## config.mk

```make
export PLATFORM = sky130hd
export DESIGN_NAME = regbus_to_axi
export DESIGN_NICKNAME = d
export VERILOG_FILES = /design/src/rtl/regbus_axi_pkg.sv /design/src/rtl/regbus_to_axi.sv
export SDC_FILE = /design/constraint.sdc
export NUM_CORES = 1
export LEC_CHECK = 0
export BUFFER_PORTS_ARGS = -buffer_cell sky130_fd_sc_hd__buf_4
export CORE_AREA = 2 2 131 133
export DETAILED_ROUTE_END_ITERATION = 10
export DIE_AREA = 0 0 133 135
export PLACE_DENSITY = 0.73
export SETUP_SLACK_MARGIN = 0.1
export SYNTH_ARGS = -nofsm -noshare
export SYNTH_HDL_FRONTEND = slang
export SYNTH_SLANG_ARGS = --single-unit
```

## constraint.sdc

```tcl
create_clock -name clk_i -period 1.35 [get_ports clk_i]
set_input_delay 0.3375 -clock clk_i [delete_from_list [all_inputs] [get_ports clk_i]]
set_output_delay 0.3375 -clock clk_i [all_outputs]
set_load 0.05 [all_outputs]
```

## src/rtl/regbus_axi_pkg.sv

```systemverilog
// Shared payload types for the regbus_to_axi bridge.
// Provides the regbus request/response structs and the AXI4+ATOP channel,
// request and response structs at the bridge's default widths, plus the
// AXI response, burst and atomic-operation encodings.
package regbus_axi_pkg;

    localparam int unsigned ADDR_W = 32;
    localparam int unsigned DATA_W = 32;
    localparam int unsigned STRB_W = DATA_W / 8;
    localparam int unsigned ID_W   = 4;
    localparam int unsigned USER_W = 1;

    localparam logic [1:0] RESP_OKAY   = 2'b00;
    localparam logic [1:0] RESP_EXOKAY = 2'b01;
    localparam logic [1:0] RESP_SLVERR = 2'b10;
    localparam logic [1:0] RESP_DECERR = 2'b11;
    localparam logic [1:0] BURST_INCR  = 2'b01;
    localparam logic [5:0] ATOP_NONE   = 6'b000000;

    typedef struct packed {
        logic [ADDR_W-1:0] addr;
        logic              write;
        logic [DATA_W-1:0] wdata;
        logic [STRB_W-1:0] wstrb;
        logic              valid;
    } reg_req_t;

    typedef struct packed {
        logic [DATA_W-1:0] rdata;
        logic              error;
        logic              ready;
    } reg_rsp_t;

    typedef struct packed {
        logic [ID_W-1:0]   id;
        logic [ADDR_W-1:0] addr;
        logic [7:0]        len;
        logic [2:0]        size;
        logic [1:0]        burst;
        logic              lock;
        logic [3:0]        cache;
        logic [2:0]        prot;
        logic [3:0]        qos;
        logic [3:0]        region;
        logic [5:0]        atop;
        logic [USER_W-1:0] user;
    } aw_chan_t;

    typedef struct packed {
        logic [DATA_W-1:0] data;
        logic [STRB_W-1:0] strb;
        logic              last;
        logic [USER_W-1:0] user;
    } w_chan_t;

    typedef struct packed {
        logic [ID_W-1:0]   id;
        logic [1:0]        resp;
        logic [USER_W-1:0] user;
    } b_chan_t;

    typedef struct packed {
        logic [ID_W-1:0]   id;
        logic [ADDR_W-1:0] addr;
        logic [7:0]        len;
        logic [2:0]        size;
        logic [1:0]        burst;
        logic              lock;
        logic [3:0]        cache;
        logic [2:0]        prot;
        logic [3:0]        qos;
        logic [3:0]        region;
        logic [USER_W-1:0] user;
    } ar_chan_t;

    typedef struct packed {
        logic [ID_W-1:0]   id;
        logic [DATA_W-1:0] data;
        logic [1:0]        resp;
        logic              last;
        logic [USER_W-1:0] user;
    } r_chan_t;

    typedef struct packed {
        aw_chan_t aw;
        logic     aw_valid;
        w_chan_t  w;
        logic     w_valid;
        logic     b_ready;
        ar_chan_t ar;
        logic     ar_valid;
        logic     r_ready;
    } axi_req_t;

    typedef struct packed {
        logic    aw_ready;
        logic    ar_ready;
        logic    w_ready;
        logic    b_valid;
        b_chan_t b;
        logic    r_valid;
        r_chan_t r;
    } axi_rsp_t;

endpackage

```

## src/rtl/regbus_to_axi.sv

```systemverilog
// Single-outstanding regbus -> AXI4+ATOP master bridge.
// Each regbus request becomes one single-beat AXI read or write; completion
// (read data, error flag) is returned as a one-cycle regbus ready.
// Ports:
//   clk_i      clock, rising edge
//   rst_i      synchronous active-high reset
//   reg_req_i  regbus request {addr, write, wdata, wstrb, valid}
//   reg_rsp_o  regbus response {rdata, error, ready}
//   axi_req_o  AXI master request channels (AW, W, AR, b_ready, r_ready)
//   axi_rsp_i  AXI responses (aw/w/ar_ready, B, R)
module regbus_to_axi #(
    parameter int unsigned AxiAddrWidth = regbus_axi_pkg::ADDR_W,
    parameter int unsigned AxiDataWidth = regbus_axi_pkg::DATA_W,
    parameter int unsigned AxiIdWidth   = regbus_axi_pkg::ID_W,
    parameter int unsigned AxiUserWidth = regbus_axi_pkg::USER_W,
    parameter type reg_req_t = regbus_axi_pkg::reg_req_t,
    parameter type reg_rsp_t = regbus_axi_pkg::reg_rsp_t,
    parameter type axi_req_t = regbus_axi_pkg::axi_req_t,
    parameter type axi_rsp_t = regbus_axi_pkg::axi_rsp_t
) (
    input  logic     clk_i,
    input  logic     rst_i,
    input  reg_req_t reg_req_i,
    output reg_rsp_t reg_rsp_o,
    output axi_req_t axi_req_o,
    input  axi_rsp_t axi_rsp_i
);

    localparam int unsigned StrbWidth = AxiDataWidth / 8;
    localparam logic [2:0]  AxiSize   = 3'($clog2(StrbWidth));

    typedef enum logic [2:0] {
        IDLE,
        WRITE,
        WR_RESP,
        READ,
        RD_DATA,
        DONE
    } state_e;

    state_e                  state_q;
    logic                    aw_valid_q;
    logic                    w_valid_q;
    logic                    ar_valid_q;
    logic [AxiAddrWidth-1:0] addr_q;
    logic [AxiDataWidth-1:0] wdata_q;
    logic [StrbWidth-1:0]    wstrb_q;
    logic [AxiDataWidth-1:0] rdata_q;
    logic                    error_q;
    logic                    ready_q;

    // A pending channel is done once its valid is low or it handshakes now.
    logic aw_done_c;
    logic w_done_c;
    assign aw_done_c = !aw_valid_q || axi_rsp_i.aw_ready;
    assign w_done_c  = !w_valid_q  || axi_rsp_i.w_ready;

    // Transaction sequencer; valids, payload and response are all registered.
    always_ff @(posedge clk_i) begin
        if (rst_i) begin
            state_q    <= IDLE;
            aw_valid_q <= 1'b0;
            w_valid_q  <= 1'b0;
            ar_valid_q <= 1'b0;
            addr_q     <= '0;
            wdata_q    <= '0;
            wstrb_q    <= '0;
            rdata_q    <= '0;
            error_q    <= 1'b0;
            ready_q    <= 1'b0;
        end else begin
            ready_q <= 1'b0;
            unique case (state_q)
                IDLE: begin
                    if (reg_req_i.valid) begin
                        addr_q  <= AxiAddrWidth'(reg_req_i.addr);
                        wdata_q <= AxiDataWidth'(reg_req_i.wdata);
                        wstrb_q <= StrbWidth'(reg_req_i.wstrb);
                        if (reg_req_i.write) begin
                            aw_valid_q <= 1'b1;
                            w_valid_q  <= 1'b1;
                            state_q    <= WRITE;
                        end else begin
                            ar_valid_q <= 1'b1;
                            state_q    <= READ;
                        end
                    end
                end
                WRITE: begin
                    // AW and W retire independently, in any order.
                    if (axi_rsp_i.aw_ready) aw_valid_q <= 1'b0;
                    if (axi_rsp_i.w_ready)  w_valid_q  <= 1'b0;
                    if (aw_done_c && w_done_c) state_q <= WR_RESP;
                end
                WR_RESP: begin
                    if (axi_rsp_i.b_valid) begin
                        rdata_q <= '0;
                        error_q <= (axi_rsp_i.b.resp == regbus_axi_pkg::RESP_SLVERR) ||
                                   (axi_rsp_i.b.resp == regbus_axi_pkg::RESP_DECERR);
                        ready_q <= 1'b1;
                        state_q <= DONE;
                    end
                end
                READ: begin
                    if (axi_rsp_i.ar_ready) begin
                        ar_valid_q <= 1'b0;
                        state_q    <= RD_DATA;
                    end
                end
                RD_DATA: begin
                    if (axi_rsp_i.r_valid) begin
                        rdata_q <= AxiDataWidth'(axi_rsp_i.r.data);
                        // A single-beat read must also arrive with last set.
                        error_q <= (axi_rsp_i.r.resp == regbus_axi_pkg::RESP_SLVERR) ||
                                   (axi_rsp_i.r.resp == regbus_axi_pkg::RESP_DECERR) ||
                                   !axi_rsp_i.r.last;
                        ready_q <= 1'b1;
                        state_q <= DONE;
                    end
                end
                DONE: begin
                    // Request is not sampled here, so a held valid is not re-accepted.
                    state_q <= IDLE;
                end
                default: state_q <= IDLE;
            endcase
        end
    end

    // Map registered state onto the AXI channels; fixed fields are constants.
    always_comb begin
        axi_req_o           = '0;
        axi_req_o.aw.id     = AxiIdWidth'(0);
        axi_req_o.aw.addr   = addr_q;
        axi_req_o.aw.len    = 8'd0;
        axi_req_o.aw.size   = AxiSize;
        axi_req_o.aw.burst  = regbus_axi_pkg::BURST_INCR;
        axi_req_o.aw.lock   = 1'b0;
        axi_req_o.aw.cache  = 4'd0;
        axi_req_o.aw.prot   = 3'd0;
        axi_req_o.aw.qos    = 4'd0;
        axi_req_o.aw.region = 4'd0;
        axi_req_o.aw.atop   = regbus_axi_pkg::ATOP_NONE;
        axi_req_o.aw.user   = AxiUserWidth'(0);
        axi_req_o.aw_valid  = aw_valid_q;
        axi_req_o.w.data    = wdata_q;
        axi_req_o.w.strb    = wstrb_q;
        axi_req_o.w.last    = 1'b1;
        axi_req_o.w.user    = AxiUserWidth'(0);
        axi_req_o.w_valid   = w_valid_q;
        axi_req_o.b_ready   = (state_q == WR_RESP);
        axi_req_o.ar.id     = AxiIdWidth'(0);
        axi_req_o.ar.addr   = addr_q;
        axi_req_o.ar.len    = 8'd0;
        axi_req_o.ar.size   = AxiSize;
        axi_req_o.ar.burst  = regbus_axi_pkg::BURST_INCR;
        axi_req_o.ar.lock   = 1'b0;
        axi_req_o.ar.cache  = 4'd0;
        axi_req_o.ar.prot   = 3'd0;
        axi_req_o.ar.qos    = 4'd0;
        axi_req_o.ar.region = 4'd0;
        axi_req_o.ar.user   = AxiUserWidth'(0);
        axi_req_o.ar_valid  = ar_valid_q;
        axi_req_o.r_ready   = (state_q == RD_DATA);
    end

    // Regbus response straight from the completion registers.
    always_comb begin
        reg_rsp_o       = '0;
        reg_rsp_o.rdata = rdata_q;
        reg_rsp_o.error = error_q;
        reg_rsp_o.ready = ready_q;
    end

    // IDs and user fields of responses carry no meaning for a single-outstanding master.
    logic unused_rsp;
    assign unused_rsp = ^{axi_rsp_i.b.id, axi_rsp_i.b.user, axi_rsp_i.r.id, axi_rsp_i.r.user};

endmodule

```

## After elaboration in Yosys (flattened, before gate mapping)

Cells that the tools add are included.

| storage, ports and cells | value |
|---|---|
| input bits | 124 |
| memory bits (read-only) | 0 |
| word-level logic and storage cells | 72 |
| latch bits | 0 |
| register bits after elaboration | 108 |
| bits in writable memories | 0 |
| memories | 0 |

| operators by class | value |
|---|---|
| equality and inequality tests | 17 |
| $lt $le $gt $ge | 0 |
| reductions and logical operators | 19 |
| multiply operators | 0 |
| divide/modulo/power cells | 0 |
| shifts and indexed selects | 0 |
| muxes and demuxes | 26 |
| bitwise logic cells | 0 |
| $add $sub $neg | 0 |

Operator list:

| operator | number |
|---|---|
| two-way mux 32 bit | 2 |
| case mux 32 bit (2 select lines) | 1 |
| two-way mux 3 bit | 5 |
| case mux 3 bit (5 select lines) | 1 |
| inequality test 2 bit (second input constant) | 7 |
| AND reduction 4 bit | 3 |
| two-way mux 1 bit | 11 |
| case mux 1 bit (2 select lines) | 5 |
| equality test 2 bit (second input constant) | 4 |
| equality test 3 x 2 -> 1 bit (second input constant) | 2 |
| nonzero test 2 bit | 3 |
| logical OR 1 bit | 5 |
| AND reduction 5 bit | 1 |
| inequality test 2 x 1 -> 1 bit (second input constant) | 2 |
| equality test 3 x 1 -> 1 bit (second input constant) | 1 |
| equality test 3 bit (second input constant) | 1 |
| zero test 1 bit | 3 |
| zero test 3 bit | 1 |
| AND reduction 3 bit | 1 |
| two-way mux 2 bit | 1 |
| AND reduction 2 bit | 1 |
| logical AND 1 bit | 1 |

## Longest topological paths before layout

Gate-level depths: netlist (run 1).

| logic depth | value |
|---|---|
| word-level depth | 5 |
| gate-level depth with buffers | 8 |

## Worst setup path before layout (run 1)

OpenSTA, ideal clock, no wires.

| timing path | value |
|---|---|
| path kind | flip-flop to output port |
| start | register state_q[1] |
| end | output axi_req_o[0] (netlist name) |
| cell stages (with the launch flop) | 4 |
| arrival | 1.224 ns |
| slack | -0.212 ns |
| required time | 1.013 ns |
| cells stage by stage | dfxtp_1 -> buf_4 -> nor3b_2 -> buf_2 |

RTL lines:

| element | RTL line | source |
|---|---|---|
| start: declaration | regbus_to_axi.sv:41 | `state_e state_q;` |
| start signal: assignment | regbus_to_axi.sv:61 | `state_q <= IDLE;` |
| start signal: assignment | regbus_to_axi.sv:82 | `state_q <= WRITE;` |
| start signal: assignment | regbus_to_axi.sv:85 | `state_q <= READ;` |
| end: declaration | regbus_to_axi.sv:25 | `output axi_req_t axi_req_o,` |

## Final worst setup path (run 1)

| timing path | value |
|---|---|
| start | register state_q[1] |
| end | register addr_q[6] |

| between the ends | value |
|---|---|
| word-level cells in the longest chain between the ends | 2 |

Ends and longest elaborated chain:

| element | RTL line | source |
|---|---|---|
| zero test 3 bit | regbus_to_axi.sv:73 | `unique case (state_q)` |
| AND reduction 2 bit (no source line) | n/a |  |
| end signal: assignment | regbus_to_axi.sv:76 | `addr_q <= AxiAddrWidth'(reg_req_i.addr);` |
| end: declaration | regbus_to_axi.sv:45 | `logic [AxiAddrWidth-1:0] addr_q;` |

No other way between the ends.
A chain may end at the register's enable or synchronous reset.

==> impl_metrics.yaml, run 1 <==
place:
  post_dp_cell_area_sq_mm: 0.00651
  dp_hpwl_mm: 9.88
  gp_congestion: 0.745
  dpl.cell_count: 1020
  io_buffers: 250
logic_synthesis:
  ys_ff_latch: 108
  yosysMostFrequentCell: "nand2_1"
  async_flop_share_pct: 0
  yosysWarningCount: 0
  synth_cell_types: 32
  synth_area_leaders: "dfxtp_1, buf_4, nand2_1, a21oi_1, nand3_1"
  ys_seq_area_share_pct: 45.2
  postSynthCellCount: 608
  avgSynthCellArea_sq_um: 7.86
  yosys_most_used_dff: "dfxtp_1"
  synth_edf_count: 0
  synthTopCellsByCount: "nand2_1, buf_4, dfxtp_1"
  synth.largest_area_cell: "dfxtp_1"
  netlist.area_leader.share_pct: 45.2
  syn_area_sq_mm: 0.00478
critical_path:
  cp_cell_sequence: "buf_8 > buf_6 > buf_6 > nor2_4 > and3_4 > buf_12 > buf_12 > clkbuf_16 > nand2_4 > a21oi_2"
  reg2reg_slack_ps: -350
  cp-startpoint: "state_q[1]"
  r2r_end: "addr_q[6]"
  path_depth: 10
  cp.required_ps: 1620
  arrival_ps: 1980
  endpoint_kind: "flop"
  critical_path_buf_inv_count: 6
  cp-start-kind: "flop"
  crit_fanout: 4
  crit_slowest_cell: "dfxtp_2"
  r2r_cells: 10
  crit_type: "reg2reg"
  max_stage_delay_ps: 330
  crit_family: "buffers and inverters"
  reg2reg_from: "state_q[1]"
sta:
  fmax_ghz: 0.587
  setup_slack_ps: -355
  setup_violations: 109
  post-route-period-util_pct: 126
  tns_ps: -26290
  rsz0062_at_grt: "true"
  period_needed_ps: 1700
  finClkSkew_ps: 9.89
  slew_viol_final: 0
  hold_viol: 0
global_routing:
  grt_max_degree: 45
  gr-total-overflow: 0
  antenna_found_initial: 0
  grt_use_total_pct: 14.4
  grt_pass1_wl_mm: 20.7
  grt_pass1_vias: 4149
route:
  drc: 0
  vias: 4716
  antenna_left: 0
  drtPass1Iterations: 4
  wl_per_cell_um: 15.5
  wl_mm: 16.5
  avgViaCountPerCell: 4.43
  drt_iter0_markers: 111
job:
  drv_cap: 0
cts:
  insertion_delay_ps: 350
  cts_htree_levels: 3
  cts_max_path_buffers: 2
  cts_tree: "done"
  cts_root_buf: "clkbuf_16"
  cts_sinks: 108
  clkTransAtPathRegs_ps: 80
  numCtsBuffers: 9
worst_hold_path:
  hold_path_end: "ar_valid_q"
  holdPathStages: 2
  worstHoldStart: "axi_rsp_i[50]"
  hp-class: "in2reg"
cells_and_area:
  antenna_cells: 0
  drive_gt1_share_pct: 59.8
  final_area_sq_mm: 0.00856
  fin_util_pct: 52.2
  syn2layout_area_growth_pct: 79.0
  final_nets: 963
  fin_cells: 1064
floorplan:
  pin_count: 339
  die_x_um: 133
  start_util_pct: 29.1
  dieHeight_um: 135
  placementRows: 47
  core-area_sq_mm: 0.0164
  dieArea_sq_mm: 0.0180
pwr:
  power.density_mw_per_mm2: 1870
  peakVddDrop_mv: 0.922
  p_leak_nw: 3.84
run_status:
  violations: "setup timing"
  status: "finished, violations left"
## through the flow
stage	hold WS, ps	total power [mW]	setup WS [ps]
3_5_place_dp	443	10.7	-300
6_report	211	16.0	-355
4_1_cts	185	13.9	-341
2_1_floorplan	432	9.29	-120
5_1_grt	201	16.7	-407
3_3_place_gp	437	10.7	-287
## power breakdown
part | internal [mW] | switching [mW]
logic | 3.60 | 5.58
registers | 3.79 | 0.496
clock network | 1.28 | 1.25
## timing repair
item	4_1_cts	5_1_grt
cloned	1	10
setup endpoints to repair	150	216
gates resized for setup	67	311
pin swaps	5	113
hold buffers	0	0
buffers inserted	11	6
## cells in the final DEF, fill, tap and decap left out, types with 2 or more instances in the layout
master	n
buf_4	145
nand2_1	112
buf_6	107
conb_1	76
a21oi_2	63
nand2_4	54
dfxtp_1	54
dfxtp_2	43
a21oi_1	42
nand3_1	31
buf_8	25
clkbuf_16	16
buf_12	15
dfxtp_4	11
nand2_2	6
inv_1	4
o21ai_0	4
nand3b_1	3
nor2_1	3
inv_6	3
nor2_4	2
o211ai_1	2
## worst max path at each step
stage | slack (ps) | to
floorplan | -120 | ar_valid_q
global placement | -290 | addr_q[14]
detailed placement | -300 | addr_q[20]
CTS | -340 | axi_req_o[0]
global route | -410 | addr_q[6]
finish | -350 | addr_q[6]
## flip-flops by register name, summed over array words and instances (netlist names)
register,count
wstrb_q,4
wdata_q,32
w_valid_q,1
ready_q,1
rdata_q,32
addr_q,32
ar_valid_q,1
aw_valid_q,1
error_q,1
state_q,3
## kinds of logic (layout without fill, tap and decap cells)
group           Yosys count  in the layout  synth area share [%]
simple gates            222            222                  19.3
buf+inv                 158            320                  22.1
compound gates          117            117                  13.0
other cells               2             76                 0.157
mux                       1              1                 0.209
flops                   108            108                  45.2
## layer usage
layer | track usage (%) | share of wire (%) | vias up | wire length [um]
li1 | - | - | 2248 | -
met1 | 16.1 | 39 | 2239 | 6470
met2 | 25.8 | 52 | 215 | 8570
met3 | 5.07 | 7.7 | 14 | 1270
met4 | 4.54 | 1.1 | 0 | 180
met5 | 0 | 0 | - | 0
## cell type report
type	count	area (sq um)
clock inverters	6	47.5
well taps	220	275
inverters	4	15.0
multi-input cells	416	2560
clock buffers	10	229
repair buffers	300	3170
fillers	1428	7850
flip-flops and latches	108	2260
No activity file was read; power rests on OpenSTA's default activity.
==> inputs of run 2 (changes only) <==
--- a/config.mk
+++ b/config.mk
@@ -6,10 +6,9 @@
 export NUM_CORES = 1
 export LEC_CHECK = 0
 export BUFFER_PORTS_ARGS = -buffer_cell sky130_fd_sc_hd__buf_4
-export CORE_AREA = 2 2 131 133
+export CORE_AREA = 2 2 132 134
 export DETAILED_ROUTE_END_ITERATION = 10
-export DIE_AREA = 0 0 133 135
-export PLACE_DENSITY = 0.73
+export DIE_AREA = 0 0 134 136
 export SETUP_SLACK_MARGIN = 0.1
 export SYNTH_ARGS = -nofsm -noshare
 export SYNTH_HDL_FRONTEND = slang
==> constraint.sdc (replaced) <==
create_clock -name clk_i -period 2.1 [get_ports clk_i]
set_input_delay 0.525 -clock clk_i [delete_from_list [all_inputs] [get_ports clk_i]]
set_output_delay 0.525 -clock clk_i [all_outputs]
set_load 0.05 [all_outputs]
==> run 2 against run 1 <==
The flow now finishes without violations. Combinational power shrank 57%. Sequential cell count is the same. Worst hold slack improved by 190 ps. Cell count decreased by 3.2%. Critical path depth down 7. Clock skew is essentially flat. Die area rose by 1.5%. Setup slack gained 570 ps.
==> impl_metrics.yaml, run 2 (synthesis results as in run 1) <==
critical_path:
  cp.required_ps: 1570
  crit_fanout: 8
  r2r_cells: 4
  max_stage_delay_ps: 400
  r2r_end: "addr_q[20]"
  cp_cell_sequence: "nor2b_1 > and2_1 > buf_4"
  endpoint_kind: "primary output"
  cp-start-kind: "flop"
  arrival_ps: 1360
  crit_type: "reg2out"
  crit_slowest_cell: "dfxtp_2"
  reg2reg_from: "state_q[2]"
  reg2reg_slack_ps: 340
sta:
  tns_ps: 0
  hold_viol: 0
  period_needed_ps: 1890
  fmax_ghz: 0.530
  setup_slack_ps: 213
  setup_violations: 0
  slew_viol_final: 0
  hold_slack_ps: 398
  rsz0062_at_grt: "false"
  finClkSkew_ps: 9.80
  slew_headroom_pct: 62.8
  post-route-period-util_pct: 89.9
  worst_pin_slew_ps: 555
worst_hold_path:
  hp-class: "in2reg"
  hold_path_end: "ar_valid_q"
  worstHoldStart: "axi_rsp_i[50]"
  holdPathStages: 2
floorplan:
  die_x_um: 134
  start_util_pct: 28.3
  dieArea_sq_mm: 0.0182
  dieHeight_um: 136
  core-area_sq_mm: 0.0169
  placementRows: 48
  pin_count: 339
cells_and_area:
  final_area_sq_mm: 0.00660
  drive_gt1_share_pct: 35.4
  fin_cells: 1030
  fillCellCount: 1821
  final_nets: 924
  reg.largest.list: "addr_q (32), rdata_q (32), wdata_q (32)"
  final_cell_mix: "buf_4, nand2_1, dfxtp_1"
  final_common_cell: "buf_4"
  syn2layout_area_growth_pct: 38.1
  antenna_cells: 0
cts:
  clkTransAtPathRegs_ps: 70
  insertion_delay_ps: 350
  cts_max_path_buffers: 2
  numCtsBuffers: 9
  cts_sinks: 108
  cts_htree_levels: 3
  cts_tree: "done"
  cts_root_buf: "clkbuf_16"
route:
  drt_iter0_markers: 111
  avgViaCountPerCell: 4.15
  antenna_left: 0
  vias: 4275
  wl_per_cell_um: 12.2
  wl_mm: 12.6
  drtPass1Iterations: 4
  drc: 0
global_routing:
  antenna_found_initial: 0
  grt_pass1_vias: 3648
  grt_max_degree: 68
  grt_pass1_wl_mm: 18.8
  gr-total-overflow: 0
  grt_use_total_pct: 12.9
place:
  io_buffers: 250
  gp_congestion: 0.748
  dp_hpwl_mm: 8.95
  dpl_worst_slack_ps: 189
  post_dp_cell_area_sq_mm: 0.00630
  dpl.cell_count: 1014
run_status:
  status: "completed"
job:
  drv_cap: 0
pwr:
  power.density_mw_per_mm2: 1250
  p_leak_nw: 3.01
  peakVddDrop_mv: 0.432
==> run 2: report_power, final <==
part	switching, mW	leakage, nW	total, mW	internal, mW
Clock	0.801	0.146	1.68	0.884
Sequential	0.229	0.880	2.61	2.38
Combinational	2.89	1.98	3.96	1.07
==> run 2: critical path, delay by kind of cell, from the launching register on <==
kind,cells,cell delay [ps]
and+or+nand+nor,2,430
buffers and inverters,1,190
DFF,1,400
==> run 2: what timing repair did <==
item / CTS / global route
buffers inserted: 0 / 0
hold buffers: 0 / 0
resized for setup: 0 / 2
setup endpoints to repair: 0 / 2
==> run 2: layer usage <==
layer / track usage [%] / routed length, um / vias to the layer above
li1: - / - / 2163
met1: 15.7 / 5210 / 1902
met2: 21.1 / 6020 / 193
met3: 4.10 / 1150 / 17
met4: 5.14 / 235 / 0
met5: 0 / 0 / -
==> run 2: layout make-up <==
type                       instances  area, sq um  area share (%)
multi-input combinational        416         1850            28.0
clock inverter                     5         43.8           0.663
tap                              225          282            4.26
clock buffer                      11          253            3.83
sequential                       108         2160            32.8
inverter                           4         15.0           0.227
timing repair buffer             261         2000            30.2
==> run 2: worst max-delay path by stage <==
| stage | slack (ps) | start | to | cells past startpoint |
|---|---|---|---|---|
| final | 210 | state_q[1] | axi_req_o[68] | 3 |
| after global routing | 150 | state_q[1] | axi_req_o[68] | 3 |
| after CTS | 100 | state_q[1] | axi_req_o[68] | 3 |
| after detailed placement | 190 | reg_req_i[0] | wdata_q[3] | 5 |
| after global placement | 200 | reg_req_i[0] | addr_q[19] | 5 |
| after floorplan | 350 | state_q[1] | axi_req_o[0] | 3 |
==> run 2: stage by stage <==
step / power (mW) / utilization [%]
3_5_place_dp: 6.67 / 37.4
2_1_floorplan: 5.79 / -
4_1_cts: 8.38 / 39.1
5_1_grt: 8.68 / 39.1
3_3_place_gp: 6.65 / 37.4
6_report: 8.25 / 39.1
